`src/rtl/seq_trigger_mc.sv`:
```
// Sequencer-trigger stage: channel/SysEx filter, trigger + data_ready generation, patch echo FIFO.
// Optional echo FIFO is built when SEQ_TRIG_ECHO_EN is defined.
module seq_trigger_mc #(
  parameter int NUM_CH     = 16,
  parameter int ECHO_DEPTH = 4,
  parameter int DRDY_DLY   = 2
) (
  input  logic              reg_clk,
  input  logic              reset_reg_N,
  input  logic [NUM_CH-1:0] ch_mask,
  input  logic              byteready,
  input  logic [7:0]        midi_in_data,
  input  logic [7:0]        midibyte_nr,
  input  logic [3:0]        status_ch,
  input  logic              is_st_sysex,
  input  logic              syx_cmd,
  input  logic              patch_send,
  input  logic              auto_syx_cmd,
  input  logic              echo_rdy,
  output logic [3:0]        cur_midi_ch,
  output logic [7:0]        midi_bytes,
  output logic [7:0]        seq_databyte,
  output logic              seq_trigger,
  output logic              data_ready,
  output logic              is_data_byte,
  output logic              is_velocity,
  output logic              echo_valid,
  output logic [7:0]        echo_byte,
  output logic              echo_ovf
);

  logic [15:0]       mask_ext;
  logic              match;
  logic [3:0]        ch_q, ch_d;
  logic [7:0]        mb_q, mb_d, sd_q, sd_d;
  logic              trig_q, trig_d, drdy_q, drdy_d;
  logic [1:0]        syx_q, syx_d;
  logic [DRDY_DLY:0] dly_q, dly_d;
  logic              cmd_edge, trig_edge;

  // Channels at or above NUM_CH fail the range check, so the widened mask bits never matter.
  assign mask_ext  = 16'(ch_mask);
  assign match     = is_st_sysex | (({1'b0, status_ch} < 5'(NUM_CH)) & mask_ext[status_ch]);
  assign cmd_edge  = syx_q[0] & ~syx_q[1];
  assign trig_edge = dly_q[DRDY_DLY-1] & ~dly_q[DRDY_DLY];

  always_comb begin
    ch_d   = status_ch;
    mb_d   = match ? midibyte_nr : 8'h00;
    sd_d   = match ? midi_in_data : 8'h00;
    trig_d = match & byteready;
    syx_d  = {syx_q[0], syx_cmd};
    dly_d  = {dly_q[DRDY_DLY-1:0], trig_q};
    drdy_d = cmd_edge | ((patch_send | auto_syx_cmd) & trig_edge);
  end

  always_ff @(posedge reg_clk) begin
    if (!reset_reg_N) begin
      ch_q   <= '0;
      mb_q   <= '0;
      sd_q   <= '0;
      trig_q <= 1'b0;
      drdy_q <= 1'b0;
      syx_q  <= '0;
      dly_q  <= '0;
    end else begin
      ch_q   <= ch_d;
      mb_q   <= mb_d;
      sd_q   <= sd_d;
      trig_q <= trig_d;
      drdy_q <= drdy_d;
      syx_q  <= syx_d;
      dly_q  <= dly_d;
    end
  end

  assign cur_midi_ch  = ch_q;
  assign midi_bytes   = mb_q;
  assign seq_databyte = sd_q;
  assign seq_trigger  = trig_q;
  assign data_ready   = drdy_q;
  assign is_data_byte = mb_q[0];
  assign is_velocity  = !mb_q[0] && (mb_q != 8'h00);

`ifdef SEQ_TRIG_ECHO_EN
  localparam int AW = $clog2(ECHO_DEPTH);

  logic [ECHO_DEPTH-1:0][7:0] mem_q;
  logic [AW-1:0]              wr_q, rd_q;
  logic [AW:0]                cnt_q, cnt_d;
  logic                       ovf_q, full, empty, push, pop, wr_en;

  assign full  = (cnt_q == (AW+1)'(ECHO_DEPTH));
  assign empty = (cnt_q == '0);
  assign push  = patch_send & trig_q;
  assign pop   = !empty & echo_rdy;
  // A pop frees the slot this cycle, so a full FIFO still accepts a concurrent push.
  assign wr_en = push & (!full | pop);

  always_comb begin
    cnt_d = cnt_q;
    if (wr_en && !pop)      cnt_d = cnt_q + (AW+1)'(1);
    else if (!wr_en && pop) cnt_d = cnt_q - (AW+1)'(1);
  end

  always_ff @(posedge reg_clk) begin
    if (!reset_reg_N) begin
      wr_q  <= '0;
      rd_q  <= '0;
      cnt_q <= '0;
      ovf_q <= 1'b0;
    end else begin
      cnt_q <= cnt_d;
      if (wr_en) wr_q <= wr_q + AW'(1);
      if (pop)   rd_q <= rd_q + AW'(1);
      if (push && full && !pop) ovf_q <= 1'b1;
    end
  end

  always_ff @(posedge reg_clk) begin
    if (wr_en) mem_q[wr_q] <= sd_q;
  end

  assign echo_valid = !empty;
  assign echo_byte  = empty ? 8'h00 : mem_q[rd_q];
  assign echo_ovf   = ovf_q;
`else
  logic unused_echo;
  assign unused_echo = echo_rdy;
  assign echo_valid  = 1'b0;
  assign echo_byte   = 8'h00;
  assign echo_ovf    = 1'b0;
`endif

endmodule

```
`config.mk`:
```
export PLATFORM = sky130hd
export DESIGN_NAME = seq_trigger_mc
export DESIGN_NICKNAME = d
export VERILOG_FILES = /design/src/rtl/seq_trigger_mc.sv
export SDC_FILE = /design/constraint.sdc
export NUM_CORES = 1
export LEC_CHECK = 0
export ABC_AREA = 1
export ABC_CLOCK_PERIOD_IN_PS = 4100
export CAP_MARGIN = 30
export CORE_MARGIN = 2
export CORE_UTILIZATION = 37
export CTS_CLUSTER_DIAMETER = 150
export DETAILED_ROUTE_END_ITERATION = 12
export PLACE_DENSITY = 0.83
export SLEW_MARGIN = 20
export SYNTH_ARGS = -nofsm -noshare
export SYNTH_HDL_FRONTEND = slang
export SYNTH_SLANG_ARGS = --single-unit
```
`constraint.sdc`:
```
create_clock -name reg_clk -period 4.1 [get_ports reg_clk]
set_input_delay 1.23 -clock reg_clk [delete_from_list [all_inputs] [get_ports reg_clk]]
set_output_delay 1.23 -clock reg_clk [all_outputs]
set_load 0.005 [all_outputs]
```
==> flow_metrics.tcl <==
set metrics [dict create \
    gp_congestion 0.886 \
    clock_power_share_pct 21.6 \
    postSynthCellCount 138 \
    tritoncts "built" \
    final_cell_mix "clkdlybuf4s50_1, inv_1, nand2_1" \
    postCtsSetupRepairBufs 0 \
    pin_count 78 \
    seq_power_share_pct 55.9 \
    p_leak_nw 0.853 \
    holdWs_ns 0.424 \
    synth_cell_types 18 \
    clk_pin_slew_ns 0.14 \
    power_mw 0.504 \
    reg2reg_slack_ns 3.37 \
    cts_hold_buf 0 \
    ant_nets 0 \
    synth_compound_area_share_pct 1.24 \
    end_kind "primary output" \
    peakVddDrop_v 0.000256 \
    synthXorXnorAreaFrac_pct 0 \
    final_common_cell "clkdlybuf4s50_1" \
    core_um2 2810 \
    crit_arrival_ns 1.47 \
    clkLatencyLatePin_ns 0.31 \
    cp-startpoint "midi_bytes[1]" \
    grt_max_degree 18 \
    avgViaCountPerCell 4.04 \
    p_int_mw 0.386 \
    synthesis.area_um2 1110 \
    setup_viol 0 \
    ys_warn_count 0 \
    maxSlewViolCount 0 \
    crit_end "is_velocity" \
    die_area_um2 3450 \
    drtIter0Drc 7 \
    layout-drive-gt1-share_pct 8.37 \
    reg2reg_to "data_ready" \
    worstRegToRegCells 2 \
    power_switching_mw 0.118 \
    rsz0062_at_grt "false" \
    p_sw_share_pct 23.4 \
    cp_data_required_time_ns 2.87 \
    cts_buffers 3 \
    muxShareOfSynthArea_pct 0 \
    dp_hpwl_mm 1.87 \
    hold_violations 0 \
    h-tree-depth 1 \
    yosys.area_share.simple_pct 27.4 \
    synth_seq_cells 27 \
    skew_ns 0.00777 \
    grt_pass1_vias 896 \
    comb_power_share_pct 22.5 \
    dieWidth_um 58.7 \
    vias 945 \
    period_needed_ns 2.70 \
    grt_antenna_before_repair 0 \
    finalCritPeriodShare_pct 65.8 \
    firstDrtPassIters 4 \
    synth_fa_ha_area_share_pct 0 \
    wl_mm 2.22 \
    clock.fmax_mhz 371 \
    grt_use_total_pct 14.0 \
    final_nets 248 \
    syn_area_per_cell_um2 8.03 \
    ys_seq_area_share_pct 48.8 \
    cts_root_buffer "clkbuf_4" \
    post_cts_resized 0 \
    clock-sinks 27 \
    globalRouteOverflowTotal 0 \
    clk_path_buf_depth 2 \
    nFillCells 256 \
    grt_first_pass_wirelength_mm 3.73 \
    timing.setup.tns_ns 0 \
    r2r-start "dly_q[1]" \
    path_max_fanout 2 \
    powerDensity_nw_per_um2 288 \
    die_y_um 58.7 \
    rows 19 \
    drv_cap 0 \
    diodes 0 \
    routedWlPerCell_um 9.47 \
    io_buffers 66 \
    startpoint_type "flip-flop" \
    area.growth.synth_to_final_pct 57.6 \
    hold_class "flip-flop to flip-flop" \
    drc 0 \
    crit_type "flip-flop to primary output" \
    start_util_pct 39.5 \
    synth_top_family_by_area "simple AND/OR/NAND/NOR gates" \
    status "complete, no violations" \
]
[synthesized netlist by cell type, drive strengths merged]
library cell | instances | area, µm²
inv | 31 | 121
nand2 | 30 | 120
dfxtp | 27 | 541
nor2 | 18 | 103
buf | 14 | 125
nand3 | 13 | 70.1
a21oi | 1 | 5.00
conb | 1 | 3.75
nor3 | 1 | 5.00
nor4 | 1 | 6.26
o32ai | 1 | 8.76
[power by group through the flow]
| stage | registers [mW] | logic [mW] | clock network, mW |
|---|---|---|---|
| global placement | 0.287 | 0.113 | 0 |
| floorplan | 0.289 | 0.0500 | 0 |
| finish | 0.282 | 0.113 | 0.109 |
| detailed placement | 0.288 | 0.114 | 0 |
| CTS | 0.282 | 0.114 | 0.117 |
| global route | 0.283 | 0.126 | 0.129 |
[metrics by stage]
| step | instance area [µm²] | util [%] | cells | setup WS (ns) |
|---|---|---|---|---|
| after floorplan | 1140 | - | 147 | 1.96 |
| after global placement | 1720 | 61.2 | 230 | 1.18 |
| after detailed placement | 1720 | 61.2 | 230 | 1.16 |
| after CTS | 1750 | 62.3 | 234 | 1.37 |
| after global routing | 1750 | 62.3 | 234 | 1.30 |
| final | 1750 | 62.3 | 234 | 1.40 |
[worst max-delay path, cell delays in order (launching register included)]
cell and delay (ns):
dfxtp_1 0.33, nor4_1 0.26, a21oi_1 0.10, clkdlybuf4s50_1 0.46
[worst min-delay path by stage]
stage / cells after the start / end / slack [ns] / startpoint
floorplan: 2 / dly_q[1] / 0.39 / dly_q[0]
global placement: 2 / dly_q[1] / 0.40 / dly_q[0]
detailed placement: 2 / dly_q[1] / 0.41 / dly_q[0]
CTS: 2 / dly_q[1] / 0.42 / dly_q[0]
global route: 1 / data_ready / 0.45 / syx_q[1]
finish: 2 / dly_q[1] / 0.42 / dly_q[0]
[kinds of logic (layout without fill, tap and decap cells)]
| logic type | count (synthesis) | after routing |
|---|---|---|
| AOI/OAI and AO/OA | 2 | 2 |
| buffers and inverters | 45 | 101 |
| DFF | 27 | 27 |
| other | 1 | 10 |
| and+or+nand+nor | 63 | 63 |
[state kept, by name (all words and copies together) (netlist names)]
| register | cells |
|---|---|
| midi_bytes | 8 |
| seq_databyte | 8 |
| cur_midi_ch | 4 |
| dly_q | 3 |
| syx_q | 2 |
| data_ready | 1 |
| seq_trigger | 1 |
[per-layer routing]
layer,routed length (µm),global-route usage [%],vias up
met2,1150,24.9,29
met5,0,0,-
met1,930,15.9,402
li1,-,-,512
met3,112,5.49,2
met4,22,2.92,0
[layout make-up]
type	count	area (µm²)	share of cell area, %
flip-flops and latches	27	541	30.9
multi-input cells	75	355	20.3
clock inverters	1	7.51	0.430
inverters	31	121	6.95
repair buffers	66	661	37.8
clock buffers	3	22.5	1.29
well taps	31	38.8	2.22
Note: power is estimated with default switching activity, not from simulation.
